[config.mk]
export PLATFORM = sky130hd
export DESIGN_NAME = led_matrix_scan
export DESIGN_NICKNAME = d
export VERILOG_FILES = /design/src/rtl/led_pkg.sv /design/src/rtl/led_scan_timer.sv /design/src/rtl/led_matrix_scan.sv
export SDC_FILE = /design/constraint.sdc
export NUM_CORES = 1
export LEC_CHECK = 0
export BUFFER_PORTS_ARGS = -buffer_cell sky130_fd_sc_hd__buf_4
export CAP_MARGIN = 20
export CORE_MARGIN = 8
export CORE_UTILIZATION = 63
export CTS_BUF_LIST = sky130_fd_sc_hd__clkbuf_16
export CTS_CLUSTER_SIZE = 40
export DETAILED_ROUTE_END_ITERATION = 7
export PLACE_DENSITY = 0.85
export SLEW_MARGIN = 20
export SYNTH_ARGS = -nofsm -noshare
export SYNTH_HDL_FRONTEND = slang
export SYNTH_SLANG_ARGS = --single-unit
[constraint.sdc]
create_clock -name clk -period 11.2 [get_ports clk]
set_input_delay 2.24 -clock clk [delete_from_list [all_inputs] [get_ports clk]]
set_output_delay 2.24 -clock clk [all_outputs]
set_load 0.01 [all_outputs]
[src/rtl/led_pkg.sv]
// Shared constants for the LED matrix scan driver: register offsets, CTRL
// bit positions and the scan FSM state type.
package led_pkg;

  localparam int unsigned REG_CTRL     = 0;
  localparam int unsigned REG_SCAN_DIV = 1;
  localparam int unsigned REG_STATUS   = 2;
  localparam int unsigned REG_ROW_BASE = 4;

  localparam int unsigned CTRL_EN         = 0;
  localparam int unsigned CTRL_BLINK      = 1;
  localparam int unsigned CTRL_BRIGHT_LSB = 8;

  localparam int unsigned STATUS_PWM_LSB   = 8;
  localparam int unsigned STATUS_FRAME_LSB = 16;

  typedef enum logic {
    ST_IDLE = 1'b0,
    ST_SCAN = 1'b1
  } scan_state_e;

endpackage

[src/rtl/led_scan_timer.sv]
// Scan timing core: prescaler, PWM slot counter, row counter and frame
// counter, plus the scan FSM that parks everything while disabled.
module led_scan_timer
  import led_pkg::*;
#(
  parameter int unsigned ROWS     = 8,
  parameter int unsigned PWM_BITS = 4,
  parameter int unsigned DIV_W    = 16,
  parameter int unsigned ROW_W    = 3
) (
  input  logic                clk,
  input  logic                rst,
  input  logic                en_i,
  input  logic [DIV_W-1:0]    scan_div_i,
  output logic                active_o,
  output logic [ROW_W-1:0]    row_idx_o,
  output logic [PWM_BITS-1:0] pwm_cnt_o,
  output logic [15:0]         frame_cnt_o,
  output logic                frame_o
);

  scan_state_e         state_q;
  logic [DIV_W-1:0]    div_cnt_q;
  logic [PWM_BITS-1:0] pwm_cnt_q;
  logic [ROW_W-1:0]    row_idx_q;
  logic [15:0]         frame_cnt_q;
  logic                frame_q;

  logic run;
  logic tick;
  logic pwm_wrap;
  logic row_wrap;

  // en_i is the enable value being committed this edge, so a disabling write
  // parks the counters on the same edge instead of one cycle later.
  assign run      = (state_q == ST_SCAN) && en_i;
  assign tick     = run && (div_cnt_q == '0);
  assign pwm_wrap = &pwm_cnt_q;
  assign row_wrap = (row_idx_q == ROW_W'(ROWS - 1));

  // NOTE: every register in a clocked block is assigned with <=, so all of
  // them sample the same pre-edge values regardless of statement order.
  always_ff @(posedge clk or posedge rst) begin
    if (rst) begin
      state_q     <= ST_IDLE;
      div_cnt_q   <= '0;
      pwm_cnt_q   <= '0;
      row_idx_q   <= '0;
      frame_cnt_q <= '0;
      frame_q     <= 1'b0;
    end else begin
      frame_q <= 1'b0;
      case (state_q)
        ST_IDLE: begin
          div_cnt_q <= scan_div_i;
          pwm_cnt_q <= '0;
          row_idx_q <= '0;
          if (en_i) state_q <= ST_SCAN;
        end
        ST_SCAN: begin
          if (!en_i) begin
            state_q   <= ST_IDLE;
            div_cnt_q <= scan_div_i;
            pwm_cnt_q <= '0;
            row_idx_q <= '0;
          end else if (tick) begin
            div_cnt_q <= scan_div_i;
            pwm_cnt_q <= pwm_cnt_q + PWM_BITS'(1);
            if (pwm_wrap) begin
              row_idx_q <= row_wrap ? '0 : row_idx_q + ROW_W'(1);
              if (row_wrap) begin
                frame_cnt_q <= frame_cnt_q + 16'd1;
                frame_q     <= 1'b1;
              end
            end
          end else begin
            div_cnt_q <= div_cnt_q - DIV_W'(1);
          end
        end
      endcase
    end
  end

  assign active_o    = run;
  assign row_idx_o   = row_idx_q;
  assign pwm_cnt_o   = pwm_cnt_q;
  assign frame_cnt_o = frame_cnt_q;
  assign frame_o     = frame_q;

endmodule

[src/rtl/led_matrix_scan.sv]
// Memory-mapped row-multiplexed LED matrix driver: register file, read mux
// and registered row/column output stage around the scan timer.
module led_matrix_scan
  import led_pkg::*;
#(
  parameter int unsigned ROWS      = 8,
  parameter int unsigned COLS      = 8,
  parameter int unsigned PWM_BITS  = 4,
  parameter int unsigned DIV_W     = 16,
  parameter int unsigned BLINK_BIT = 5,
  parameter int unsigned ADDR_W    = 4
) (
  input  logic              clk,
  input  logic              rst,
  input  logic [ADDR_W-1:0] addr_i,
  input  logic [31:0]       write_data,
  input  logic              write_en,
  output logic [31:0]       read_data,
  output logic [ROWS-1:0]   row_sel_o,
  output logic [COLS-1:0]   col_o,
  output logic              frame_o
);

  localparam int unsigned ROW_W = $clog2(ROWS);

  logic                en_q, en_d;
  logic                blink_q, blink_d;
  logic [PWM_BITS-1:0] bright_q, bright_d;
  logic [DIV_W-1:0]    div_q, div_d;
  logic [COLS-1:0]     row_q [ROWS];
  logic [COLS-1:0]     row_d [ROWS];

  logic [ROWS-1:0]     row_sel_q, row_sel_d;
  logic [COLS-1:0]     col_q, col_d;
  logic                lit;

  logic                active;
  logic [ROW_W-1:0]    row_idx;
  logic [PWM_BITS-1:0] pwm_cnt;
  logic [15:0]         frame_cnt;

  // Not every write_data bit lands in a register; fold them so that is explicit.
  logic unused_wdata;
  assign unused_wdata = ^write_data;

  function automatic logic hit(input logic [ADDR_W-1:0] a, input int unsigned off);
    return a == ADDR_W'(off);
  endfunction

  // NOTE: every next-state value starts as a copy of its register, so paths
  // without a write keep state and no latch is inferred.
  always_comb begin
    en_d     = en_q;
    blink_d  = blink_q;
    bright_d = bright_q;
    div_d    = div_q;
    row_d    = row_q;
    if (write_en) begin
      if (hit(addr_i, REG_CTRL)) begin
        en_d     = write_data[CTRL_EN];
        blink_d  = write_data[CTRL_BLINK];
        bright_d = write_data[CTRL_BRIGHT_LSB +: PWM_BITS];
      end
      if (hit(addr_i, REG_SCAN_DIV)) div_d = write_data[DIV_W-1:0];
      for (int unsigned n = 0; n < ROWS; n++) begin
        if (hit(addr_i, REG_ROW_BASE + n)) row_d[n] = write_data[COLS-1:0];
      end
    end
  end

  // NOTE: the row patterns are a small flop array rather than a RAM, so they
  // take the asynchronous reset like every other register here.
  always_ff @(posedge clk or posedge rst) begin
    if (rst) begin
      en_q     <= 1'b0;
      blink_q  <= 1'b0;
      bright_q <= '0;
      div_q    <= '0;
      for (int unsigned n = 0; n < ROWS; n++) row_q[n] <= '0;
    end else begin
      en_q     <= en_d;
      blink_q  <= blink_d;
      bright_q <= bright_d;
      div_q    <= div_d;
      row_q    <= row_d;
    end
  end

  led_scan_timer #(
    .ROWS     (ROWS),
    .PWM_BITS (PWM_BITS),
    .DIV_W    (DIV_W),
    .ROW_W    (ROW_W)
  ) u_timer (
    .clk         (clk),
    .rst         (rst),
    .en_i        (en_d),
    .scan_div_i  (div_q),
    .active_o    (active),
    .row_idx_o   (row_idx),
    .pwm_cnt_o   (pwm_cnt),
    .frame_cnt_o (frame_cnt),
    .frame_o     (frame_o)
  );

  // Output stage sees the current counter state and presents it one cycle later.
  always_comb begin
    lit       = active && (pwm_cnt < bright_q) && !(blink_q && frame_cnt[BLINK_BIT]);
    row_sel_d = active ? (ROWS'(1) << row_idx) : '0;
    col_d     = lit ? row_q[row_idx] : '0;
  end

  always_ff @(posedge clk or posedge rst) begin
    if (rst) begin
      row_sel_q <= '0;
      col_q     <= '0;
    end else begin
      row_sel_q <= row_sel_d;
      col_q     <= col_d;
    end
  end

  assign row_sel_o = row_sel_q;
  assign col_o     = col_q;

  always_comb begin
    read_data = '0;
    if (hit(addr_i, REG_CTRL)) begin
      read_data[CTRL_EN]                    = en_q;
      read_data[CTRL_BLINK]                 = blink_q;
      read_data[CTRL_BRIGHT_LSB +: PWM_BITS] = bright_q;
    end else if (hit(addr_i, REG_SCAN_DIV)) begin
      read_data[DIV_W-1:0] = div_q;
    end else if (hit(addr_i, REG_STATUS)) begin
      read_data[3:0]                        = 4'(row_idx);
      read_data[STATUS_PWM_LSB +: PWM_BITS] = pwm_cnt;
      read_data[STATUS_FRAME_LSB +: 16]     = frame_cnt;
    end
    for (int unsigned n = 0; n < ROWS; n++) begin
      if (hit(addr_i, REG_ROW_BASE + n)) read_data[COLS-1:0] = row_q[n];
    end
  end

endmodule

Word level (Yosys, flattened, before mapping) --
Cells that the tools add are included.
Word-level totals: word-level logic and storage cells 107, flip-flop bits (word level) 143, input port bits 39
Operators by class: add/sub/neg operators 4, eq/ne operators 13, bitwise gates (word level) 2, muxes and demuxes 44, $lt $le $gt $ge 2, reductions and logical operators 21, shift-type cells 1
Operators with widths (count):
- $mux W8 | 12
- $mux W16 | 4
- $mux W4 | 8
- $pmux W16 S2 | 1
- $bmux W8 S3 | 1
- $reduce_and A2 Y1 | 11
- $mux W20 | 1
- $add A16 B1 Y16 const B | 1
- $eq A4 B3 Y1 const B | 4
- $eq A4 B4 Y1 const B | 4
- $logic_not A16 Y1 | 1
- $sub A16 B1 Y16 const B | 1
- $mux W3 | 5
- $mux W1 | 8
- $pmux W4 S2 | 1
- $reduce_and A8 Y1 | 1
- $shl A1 B3 Y8 const A | 1
- $mux W6 | 1
- $ne A3 B3 Y1 const B | 2
- $pmux W3 S2 | 1
- $logic_and A1 B1 Y1 | 5
- $add A4 B1 Y4 const B | 1
- $eq A4 B1 Y1 const B | 1
- $eq A4 B2 Y1 const B | 1
- other kinds (10) | 10

Depth between registers and ports, before layout --
Gate-level depths: netlist of the first run.
depth in word-level cells 12, depth in mapped cells 8, gate-level depth less buffers 7

Modules after synthesis --
From an unflattened synthesis of the first run, not the netlist that was laid out.
Second synthesis, totals: cells, all modules 618, area, all modules 7449.6 sq um
Modules (own cells, without submodules):
- led_matrix_scan | area each 5362.6 sq um, seq. area each 2552.4 sq um, cells an instance 426, instances 1
- led_scan_timer | area each 2087.0 sq um, seq. area each 1026.0 sq um, cells an instance 192, instances 1

Worst setup path after synthesis of the first run --
OpenSTA, ideal clock, no wires.
path type input to output, start point in addr_i[0], end point out read_data[6], path slack 5.158 ns, path buffers 3, required time 8.960 ns, arrival 3.802 ns, stages 6, cell sequence clkbuf_1 -> buf_1 -> clkbuf_1 -> a211oi_1 -> a211o_1 -> a22oi_1
Between the ends: word-level cells in the longest chain between the ends 11, elaborated cells between the ends (all ways) 20
Ends and longest elaborated chain:
- start: declaration | line led_matrix_scan.sv:15 | input logic [ADDR_W-1:0] addr_i,
- $eq A4 B1 Y1 | line led_matrix_scan.sv:47 | return a == ADDR_W'(off);
- $mux W4 | line led_matrix_scan.sv:132 | end else if (hit(addr_i, REG_SCAN_DIV)) begin
- $mux W6 | line led_matrix_scan.sv:128 | if (hit(addr_i, REG_CTRL)) begin
- $mux W8 (7 in series) | line led_matrix_scan.sv:140 | if (hit(addr_i, REG_ROW_BASE + n)) read_data[COLS-1:0] = row_q[n];
- $mux W8 * | line led_matrix_scan.sv:140
- end: declaration | line led_matrix_scan.sv:18 | output logic [31:0] read_data,
Every way passes the cells marked *; elsewhere a longest branch is shown, timed or not.

Worst setup path in the final report of the first run --
start point in addr_i[0], end point out read_data[2]
Between the ends: word-level cells in the longest chain between the ends 12, elaborated cells between the ends (all ways) 22
Ends and longest elaborated chain:
- $eq A4 B2 Y1 | line led_matrix_scan.sv:47
- $mux W3 | line led_matrix_scan.sv:134 | end else if (hit(addr_i, REG_STATUS)) begin
- $mux W4 | line led_matrix_scan.sv:132
- $mux W6 | line led_matrix_scan.sv:128
- $mux W8 (7 in series) | line led_matrix_scan.sv:140
- $mux W8 * | line led_matrix_scan.sv:140
Marked as above.

==> metrics.txt, run 1 <==
Slew Viols, Final=0; CTS buffer count=17; top_reg_cell synth=dfrtp_1; first-pass GRT wire length=just over 30,000 um; asr flop ratio synth=100.0%; H-tree depth=4; Final HPWL DP=12,350 um; RR Endpoint=u_timer.frame_cnt_o[12]$_DFFE_PP0P_; pwr/cell area=about 190 nW/um^2; worst setup path endpoint=read_data[2]; minimum clock period=between 6000 and 7000 ps; crit path kind=input port to output pin; clock buffer depth=2; Synth cell types=58; CTS Hold Bufs=0; Peak VDD IR=122.4 uV; leakage=between 3 and 4 nW; Reg2Reg Depth=7; DR DRC count=0; Seq pwr share=between 40% and 50%; Hold Crit Class=register to register; clk_lat worst skew=around 420 ps; Die Wd=around 120 um; Post-synth EDFFs=0; commonest cells after routing, fill and taps aside=dfrtp_1, mux2_2, buf_4; total wire length=18,800 um; Starting DRT DRC Count=roughly 560; initial antenna violation count=0; CP arrival=4340 ps; Worst Setup Start Kind=input port; max_cap viols=0; outcome=finished, final reports clean; sw frac=28.93%; total power=around 1.6 mW; Net Switching=around 460 uW; row cnt=39; CTS resizes=0; Vias=between 5,000 and 6,000; power share of the combinational group=20.1%; Fmax=between 150 and 200 MHz; synth warn=0; Worst EP required=8960 ps; CTS tree=done; postcts setup bufs=0; Mean Syn Cell Area=11.49 sq um; NumNets Final=around 750; Reg2Reg Setup Slack=roughly 8400 ps; share of layout cells above drive strength 1=a little under a third; IO buf count=71; Clock Sinks=between 100 and 150; Reg clk slew, reported paths=roughly 50 ps; Clock Power Share=between 30% and 40%; maximum number of pins on one net before global-route repair=85; Critical Path End Type=output pin; sequential-to-total area share from yosys stat=between 40% and 50%; internal power=between 1 and 1.5 mW; Via density=about 6.6; Initial Utilization=between 60% and 70%; Final Hold Viols=0; Critical Path Fanout Max=40; Die Ht=124.3 um; Core Box Area=11,420 sq um; wire per inst=approximately 22 um; Die ar.=between 15,000 and 20,000 sq um; Gate Count Post-Synth=643; CTS root buf=clkbuf_16; Final setup viols=0; remaining global-route overflow=0; fillers=730; post-route ant nets=0; worst r2r src=u_timer.div_cnt_q[0]$_DFF_PP0_; DR pass1 iterations=6; crit path from=addr_i[0]; GPL Wtd Cong=between 0.9 and 1; num ports=88; most common cell after layout, fill and taps aside=dfrtp_1; area grow syn2layout=15.76%; final period utilization=58.76%; clk_skew=between 8 and 9 ps; Slew HR=29.31%; Inserted Diodes=0; Syn Nets=between 600 and 700; number of global-route vias before repair=between 5,000 and 6,000; GR Util All Layers=around a quarter; DP Area=between 7000 and 8000 sq um; setup TNS=0 ps; RSZ-0062 raised after global routing=false; fin area=approximately 8600 sq um; Seq cells post-synth=approximately 140; Worst Tran Pin Value=1056 ps; post-synthesis instance area=approximately 7400 sq um
## layer usage
layer | vias to the layer above | routed length (um) | global-route usage, %
met5 | - | 0 | 0
met4 | 0 | 534 | 11.84
met3 | 48 | 1368 | 6.894
met2 | 294 | 9176 | 39.23
met1 | 2799 | 7717 | 30.02
li1 | 2457 | - | -
## worst min-delay path by stage
stage                                              from                                  end  cells past startpoint  slack, ps
floorplan           u_timer.frame_cnt_o[15]$_DFFE_PP0P_  u_timer.frame_cnt_o[15]$_DFFE_PP0P_                      1        430
global placement    u_timer.frame_cnt_o[15]$_DFFE_PP0P_  u_timer.frame_cnt_o[15]$_DFFE_PP0P_                      1        450
detailed placement  u_timer.frame_cnt_o[15]$_DFFE_PP0P_  u_timer.frame_cnt_o[15]$_DFFE_PP0P_                      1        470
CTS                 u_timer.frame_cnt_o[15]$_DFFE_PP0P_  u_timer.frame_cnt_o[15]$_DFFE_PP0P_                      1        480
global route        u_timer.frame_cnt_o[15]$_DFFE_PP0P_  u_timer.frame_cnt_o[15]$_DFFE_PP0P_                      1        500
finish              u_timer.frame_cnt_o[15]$_DFFE_PP0P_  u_timer.frame_cnt_o[15]$_DFFE_PP0P_                      1        470
## critical path: stages
cell	delay [ps]
buf_4	410
nor2b_1	850
a22oi_1	270
nor2_1	140
a21oi_1	50
o21ai_0	200
buf_4	160
## layout make-up
type                            instances  area (sq um)  area share [%]
Inverter                               13         53.80          0.6288
Clock inverter                         11         128.9           1.506
Clock buffer                           17         425.4           4.972
Timing Repair Buffer                   77         578.1           6.756
Multi-Input combinational cell        451          3637           42.51
Sequential cell                       142          3553           41.53
Tap cell                              143         178.9           2.091
## kinds of logic (layout without fill, tap and decap cells)
kind of cell	count (synthesis)	after routing	synth area share (%)
XOR/XNOR	29	29	3.538
multiplexers	120	120	21.01
adder cells (fa/ha/maj)	13	13	2.201
flip-flops	142	142	48.08
AO/OA/AOI/OAI	95	95	8.126
buffers and inverters	50	118	2.810
AND/OR/NAND/NOR	194	194	14.24
## stage by stage
| step | setup WS [ps] | hold WS [ps] | utilization, % | instances |
|---|---|---|---|---|
| 3_3_place_gp | 4537 | 448.1 | 69.99 | 825 |
| 4_1_cts | 4431 | 475.9 | 74.84 | 853 |
| 5_1_grt | 4543 | 495.8 | 74.93 | 854 |
| 2_1_floorplan | 5150 | 433.7 | - | 643 |
| 3_5_place_dp | 4423 | 465.0 | 69.99 | 825 |
| 6_report | 4619 | 471.0 | 74.93 | 854 |
## cell usage after synthesis, types with 8 or more instances
| master | n | area share [%] |
|---|---|---|
| xor2_1 | 10 | 1.2 |
| inv_1 | 13 | 0.66 |
| xnor2_1 | 18 | 2.1 |
| nand2_1 | 57 | 2.9 |
| and3_1 | 31 | 2.6 |
| clkbuf_1 | 26 | 1.3 |
| nor3_1 | 8 | 0.54 |
| mux4_2 | 19 | 5.8 |
| nand3_1 | 10 | 0.68 |
| a21oi_1 | 26 | 1.8 |
| mux2i_1 | 10 | 1.4 |
| o21ai_0 | 31 | 2.1 |
| mux2_2 | 91 | 14 |
| nor2b_1 | 11 | 0.93 |
| dfrtp_1 | 142 | 48 |
| nor2_1 | 33 | 1.7 |
| ha_1 | 13 | 2.2 |
| nand4_1 | 11 | 0.93 |
## power groups by stage
stage	Clock [mW]	Combinational [mW]	Sequential, mW
floorplan	0	0.243	0.693
global placement	0	0.299	0.713
detailed placement	0	0.314	0.724
CTS	0.546	0.317	0.718
global route	0.569	0.346	0.734
finish	0.543	0.318	0.723
## registers in the layout, indices dropped and copies added, names as in the netlist
name,count
div_q,16
u_timer.pwm_cnt_o,4
u_timer.row_idx_o,3
u_timer.frame_cnt_o,16
row_q,64
col_o,8
bright_q,4
blink_q,1
en_q,1
u_timer.frame_o,1
u_timer.div_cnt_q,16
row_sel_o,8
Note: power is estimated with default switching activity, not from simulation.
==> run 2, diff against run 1 <==
CORE_UTILIZATION = 59   (was 63)
PLACE_DENSITY = 0.81   (was 0.85)
clock period = 6.3 ns   (was 11.2 ns; I/O delays follow)
==> run 2 against run 1 <==
Against the previous run:
- global-route usage decreased by 1.2 points
- largest power group unchanged
- critical endpoint is now read_data[0]
- highest routed layer unchanged
- largest cell class unchanged
- flip-flop and latch count unchanged
- total power increased by 75%
- die area increased by 5.9%
==> metrics.txt, run 2 (same netlist as run 1, synthesis figures left out) <==
area grow syn2layout=15.98%; clock buffer depth=2 (unchanged); Worst Tran Pin Value=1123 ps (+66.65 ps); worst r2r src=u_timer.div_cnt_q[0]$_DFF_PP0_; total wire length=18,400 um (-2.1%); Net Switching=808.4 uW (+76%); CTS resizes=0 (unchanged); share of layout cells above drive strength 1=31.42% (-0.088 points); RSZ-0062 raised after global routing=false; Final HPWL DP=11,960 um (-3.1%); CP dominant cell by count=buf_4; Hold Crit Class=register to register; Final Hold Viols=0 (unchanged); post-route ant nets=0 (unchanged); internal power=1.962 mW (+74%); remaining global-route overflow=0 (unchanged); clk_skew=8.336 ps (+0.09439 ps); CTS Hold Bufs=0 (unchanged); Core Box Area=12,410 sq um (+8.7%); setup TNS=0 ps (unchanged); worst-path cell chain=buf_4 -> nor2b_1 -> a221oi_1 -> o31ai_1 -> buf_4; Reg clk slew, reported paths=60 ps (about the same); Crit path max-delay family=simple AND/OR/NAND/NOR gates; hold path startpoint=u_timer.frame_cnt_o[15]$_DFFE_PP0P_; postcts setup bufs=0 (unchanged); clk_lat worst skew=430 ps (about the same); CTS tree=done; Fmax=between 200 and 250 MHz; Critical Path End Type=output pin; maximum number of pins on one net before global-route repair=91 (+7.1%); H-tree depth=4 (unchanged); first-pass GRT wire length=29,740 um (-2.6%); Final setup viols=0 (unchanged); Clock Sinks=142 (unchanged); CTS buffer count=17 (unchanged); Worst Setup Start Kind=input port; crit path kind=input port to output pin; commonest cells after routing, fill and taps aside=dfrtp_1, mux2_2, buf_4; minimum clock period=around 4700 ps; outcome=finished, final reports clean; final worst slack=1647 ps (-2973 ps); Seq. cell area=3553 sq um (unchanged); Initial Utilization=59.53% (-5.2 points); multi-input logic area=3647 sq um (+0.28%); pwr/cell area=323.2 nW/um^2 (+75%); Clock Power Share=33.5% (-0.8 points); Worst EP required=5040 ps (-3920 ps); num ports=88 (unchanged); sw frac=29.18% (+0.25 points); number of global-route vias before repair=5,707 (-1.6%); GR Util All Layers=23.36% (-1.2 points); Vias=5,547 (-0.91%); Die ar.=16,360 sq um (+5.9%); power share of the combinational group=20.3% (+0.2 points); pre-CTS setup slack=1624 ps (-2799 ps); crit path from=addr_i[0]; total power=2.770 mW (+75%); initial antenna violation count=0 (unchanged); DR pass1 iterations=5 (-1); Slew HR=24.85% (-4.5 points); row cnt=41 (+5.1%); Slew Viols, Final=0 (unchanged); DR DRC count=0 (unchanged); CTS root buf=clkbuf_16; slowest stage delay, CP=900 ps (+50 ps); fillers=906 (+24%); Seq pwr share=46.2% (+0.5 points); NumNets Final=752 (-0.27%); Peak VDD IR=173.0 uV (+41%); final period utilization=between 70 and 80%; Critical Path Fanout Max=40 (unchanged); Inserted Diodes=0 (unchanged); Via density=6.268 (-4.4%); IO buf count=71 (unchanged); Die Wd=127.9 um (+2.9%); wire per inst=20.80 um (-5.5%); max_cap viols=0 (unchanged); Die Ht=127.9 um (+2.9%); Buf+Inv Stages, Crit Path=2 (unchanged); CP arrival=3390 ps (-950 ps); Top reg by flops=row_q; Critical-path top delay cell=nor2b_1; GPL Wtd Cong=0.8318 (-8.3%); max FFs per register=64 (unchanged); most common cell after layout, fill and taps aside=dfrtp_1; Hold WS=478.8 ps (+7.799 ps); leakage=3.828 nW (+0.14%); Starting DRT DRC Count=590 (+5.5%)
run 2: cell count changes in the layout (fill, tap and decap cells not counted):
cell and delta:
clkinv_1 +1, nor3_2 +2, clkinv_2 +3, inv_1 +3, bufinv_16 -1, clkinvlp_4 -2, buf_4 -2, nor3_1 -2
run 2: final timing paths:
kind | endpoint | slack [ps] | cells past startpoint
max | read_data[0] | 1650 | 5
min | u_timer.frame_cnt_o[15]$_DFFE_PP0P_ | 480 | 1
max reg2reg | u_timer.frame_cnt_o[12]$_DFFE_PP0P_ | 3510 | 7
min reg2reg | u_timer.frame_cnt_o[15]$_DFFE_PP0P_ | 480 | 1
max in group asynchronous | row_q[28]$_DFFE_PP0P_ | 4190 | 3
min in group asynchronous | div_q[13]$_DFFE_PP0P_ | 980 | 2
run 2: area by class of cell:
class	instances	share of cell area, %
clock buffers	17	4.963
clock inverters	15	1.328
flip-flops and latches	142	41.45
well taps	172	2.511
multi-input cells	451	42.55
inverters	13	0.6276
repair buffers	75	6.568
run 2: through the flow:
| stage | util, % | area (sq um) | cells |
|---|---|---|---|
| after floorplan | - | 7391 | 643 |
| after global placement | 64.68 | 8030 | 853 |
| after detailed placement | 64.68 | 8030 | 853 |
| after CTS | 69.03 | 8569 | 885 |
| after global routing | 69.05 | 8572 | 885 |
| final | 69.05 | 8572 | 885 |
run 2: per-layer routing:
metal,vias up,share of wire (%),routed length [um],global-route usage (%)
li1,2457,-,-,-
met1,2793,41,7586,30.00
met2,254,49,8951,37.37
met3,43,7.6,1405,5.657
met4,0,2.5,461,9.301
met5,-,0,0,0
run 2: power by group through the flow:
stage / clock [mW] / combinational [mW] / sequential (mW)
3_5_place_dp: 0 / 0.559 / 1.28
6_report: 0.929 / 0.563 / 1.28
2_1_floorplan: 0 / 0.432 / 1.23
3_3_place_gp: 0 / 0.534 / 1.27
4_1_cts: 0.939 / 0.565 / 1.27
5_1_grt: 0.973 / 0.616 / 1.30
run 2: worst register-to-register path, stage by stage (launching register included):
cell and delay, ps:
dfrtp_1 430, inv_1 110, ha_1 170, nor4b_4 200
nand4_2 360, or4_1 800, or3_4 470, xnor2_2 130
==> run 3, diff against run 2 <==
CORE_UTILIZATION = 53   (was 59)
PLACE_DENSITY = 0.77   (was 0.81)
clock period = 4 ns   (was 6.3 ns; I/O delays follow)
==> run 3 against run 2 <==
Against the previous run:
- routed wire length shrank 0.48%
- largest cell class unchanged
- worst hold slack got worse by 16 ps
- clock power rose by 56%
- total power increased by 57%
- via count rose by 0.25%
- clock skew grew 1.6 ps
- utilization down 6.1 points
- non-clock buffer count grew 13
- flip-flop and latch count did not move
- critical path depth up 1
- first-iteration DRC count increased by 8.8%
==> metrics.txt, run 3 (same netlist as run 1, synthesis figures left out) <==
outcome=finished, final reports clean; slowest stage delay, CP=430 ps (-470 ps); power share of the combinational group=20.4% (about the same); initial antenna violation count=0 (unchanged); GR Util All Layers=21.30% (-2.1 points); Final Hold Viols=0 (unchanged); fin cells=906 (+2.4%); first-pass GRT wire length=30,390 um (+2.2%); Starting DRT DRC Count=642 (+8.8%); row cnt=43 (+4.9%); Via density=6.138 (-2.1%); Top reg by flops=row_q; Worst EP required=3200 ps (-1840 ps); worst-path cell chain=buf_4 -> nor2b_1 -> o21ai_0 -> a311o_1 -> o211ai_1 -> buf_4; maximum number of pins on one net before global-route repair=143 (+57%); Worst Tran Pin Value=1069 ps (-54.43 ps); most common cell after layout, fill and taps aside=dfrtp_1; Reg2Reg Depth=7 (unchanged); sw frac=28.88% (-0.30 points); CP dominant cell by count=buf_4; max_cap viols=0 (unchanged); Crit path max-delay family=compound AO/OA/AOI/OAI gates; Final HPWL DP=12,390 um (+3.6%); wire per inst=20.22 um (-2.8%); final period utilization=between 80 and 90%; CP arrival=2480 ps (-910 ps); internal power=3.097 mW (+58%); Vias=5,561 (+0.25%); final worst slack=715.7 ps (-931.0 ps); Reg clk slew, reported paths=50 ps (about the same); Slew Viols, Final=0 (unchanged); RR Endpoint=u_timer.frame_cnt_o[12]$_DFFE_PP0P_; Initial Utilization=53.66% (-5.9 points); postcts setup bufs=0 (unchanged); commonest cells after routing, fill and taps aside=dfrtp_1, mux2_2, buf_4; Hold Crit Depth=1 (unchanged); Inserted Diodes=0 (unchanged); sink of the worst hold path=u_timer.frame_cnt_o[15]$_DFFE_PP0P_; DR DRC count=0 (unchanged); crit path kind=input port to output pin; Clock Sinks=142 (unchanged); Critical Path Fanout Max=38 (-5.0%); NumNets Final=765 (+1.7%); Reg2Reg Setup Slack=1200 ps (-2310 ps); Critical Path End Type=output pin; leakage=3.894 nW (+1.7%); minimum clock period=3284 ps; Die Wd=134.1 um (+4.8%); clock buffer depth=2 (unchanged); remaining global-route overflow=0 (unchanged); pre-CTS setup slack=766.7 ps (-857.2 ps); hold path startpoint=u_timer.frame_cnt_o[15]$_DFFE_PP0P_; Buf+Inv Stages, Crit Path=2 (unchanged); DR pass1 iterations=7 (+2); Worst path depth=6 (+1); Fmax=just over 300 MHz; Clock Power Share=33.4% (about the same); share of layout cells above drive strength 1=32.23% (+0.81 points); CTS resizes=0 (unchanged); Seq pwr share=46.2% (about the same); CTS tree=done; number of global-route vias before repair=5,763 (+0.98%); total power=4.355 mW (+57%); Worst Setup Start Kind=input port; Seq. cell area=3553 sq um (unchanged); Die Ht=134.1 um (+4.8%); Placed Instances=874 (+2.5%); pwr/cell area=502.0 nW/um^2 (+55%); Net Switching=1.258 mW (+56%); fillers=1,117 (+23%); CTS root buf=clkbuf_16; GPL Wtd Cong=0.8294 (-0.29%); area grow syn2layout=17.39%; Slew HR=28.28% (+3.4 points); total wire length=18,320 um (-0.48%); num ports=88 (unchanged); clk_skew=9.905 ps (+1.569 ps); clk_lat worst skew=420 ps (about the same); Final setup viols=0 (unchanged); worst r2r src=u_timer.div_cnt_q[0]$_DFF_PP0_; H-tree depth=4 (unchanged); post-route ant nets=0 (unchanged); Die ar.=17,980 sq um (+9.9%); setup TNS=0 ps (unchanged); CTS Hold Bufs=0 (unchanged); max FFs per register=64 (unchanged); Critical-path top delay cell=nor2b_1; Hold Crit Class=register to register; RSZ-0062 raised after global routing=false; Peak VDD IR=272.0 uV (+57%); CTS buffer count=17 (unchanged); IO buf count=71 (unchanged); Core Box Area=13,770 sq um (+11%); multi-input logic area=3632 sq um (-0.41%)
[run 3: cell types whose count changed in the layout (fill, tap and decap cells not counted)]
cell,change
nor3_2,-3
buf_4,+12
buf_12,+1
nor3_1,+3
inv_6,-1
clkinvlp_4,+1
[run 3: worst max path at each step]
stage	startpoint	to	slack (ps)
after global routing	addr_i[1]	read_data[1]	590
after floorplan	addr_i[0]	read_data[6]	840
after CTS	addr_i[1]	read_data[1]	740
after detailed placement	addr_i[1]	read_data[1]	770
after global placement	addr_i[0]	read_data[1]	790
final	addr_i[1]	read_data[1]	720
[run 3: per-stage QoR]
stage,area [sq um],hold slack [ps],util (%)
after floorplan,7395,433.7,-
after global placement,8134,449.7,59.06
after detailed placement,8134,459.7,59.06
after CTS,8673,469.7,62.97
after global routing,8676,482.7,62.99
final,8676,462.6,62.99
[run 3: cell type report]
| class | count | area share [%] |
|---|---|---|
| flip-flops and latches | 142 | 40.96 |
| multi-input cells | 451 | 41.87 |
| inverters | 13 | 0.6057 |
| well taps | 180 | 2.596 |
| repair buffers | 88 | 7.759 |
| clock buffers | 17 | 4.903 |
| clock inverters | 15 | 1.312 |
[run 3: per-layer routing]
layer	vias to the layer above	part of all wire, %	GRT usage [%]	routed length [um]
met2	215	49	34.46	8974
met3	39	6.1	4.114	1113
met4	0	2.8	9.607	510
met5	-	0	0	0
met1	2829	42	27.24	7716
li1	2478	-	-	-
[run 3: power groups by stage]
stage / registers (mW) / clock network, mW / logic, mW
6_report: 2.01 / 1.45 / 0.890
5_1_grt: 2.05 / 1.53 / 0.980
4_1_cts: 2.00 / 1.46 / 0.896
3_5_place_dp: 2.02 / 0 / 0.887
3_3_place_gp: 2.00 / 0 / 0.849
2_1_floorplan: 1.94 / 0 / 0.681
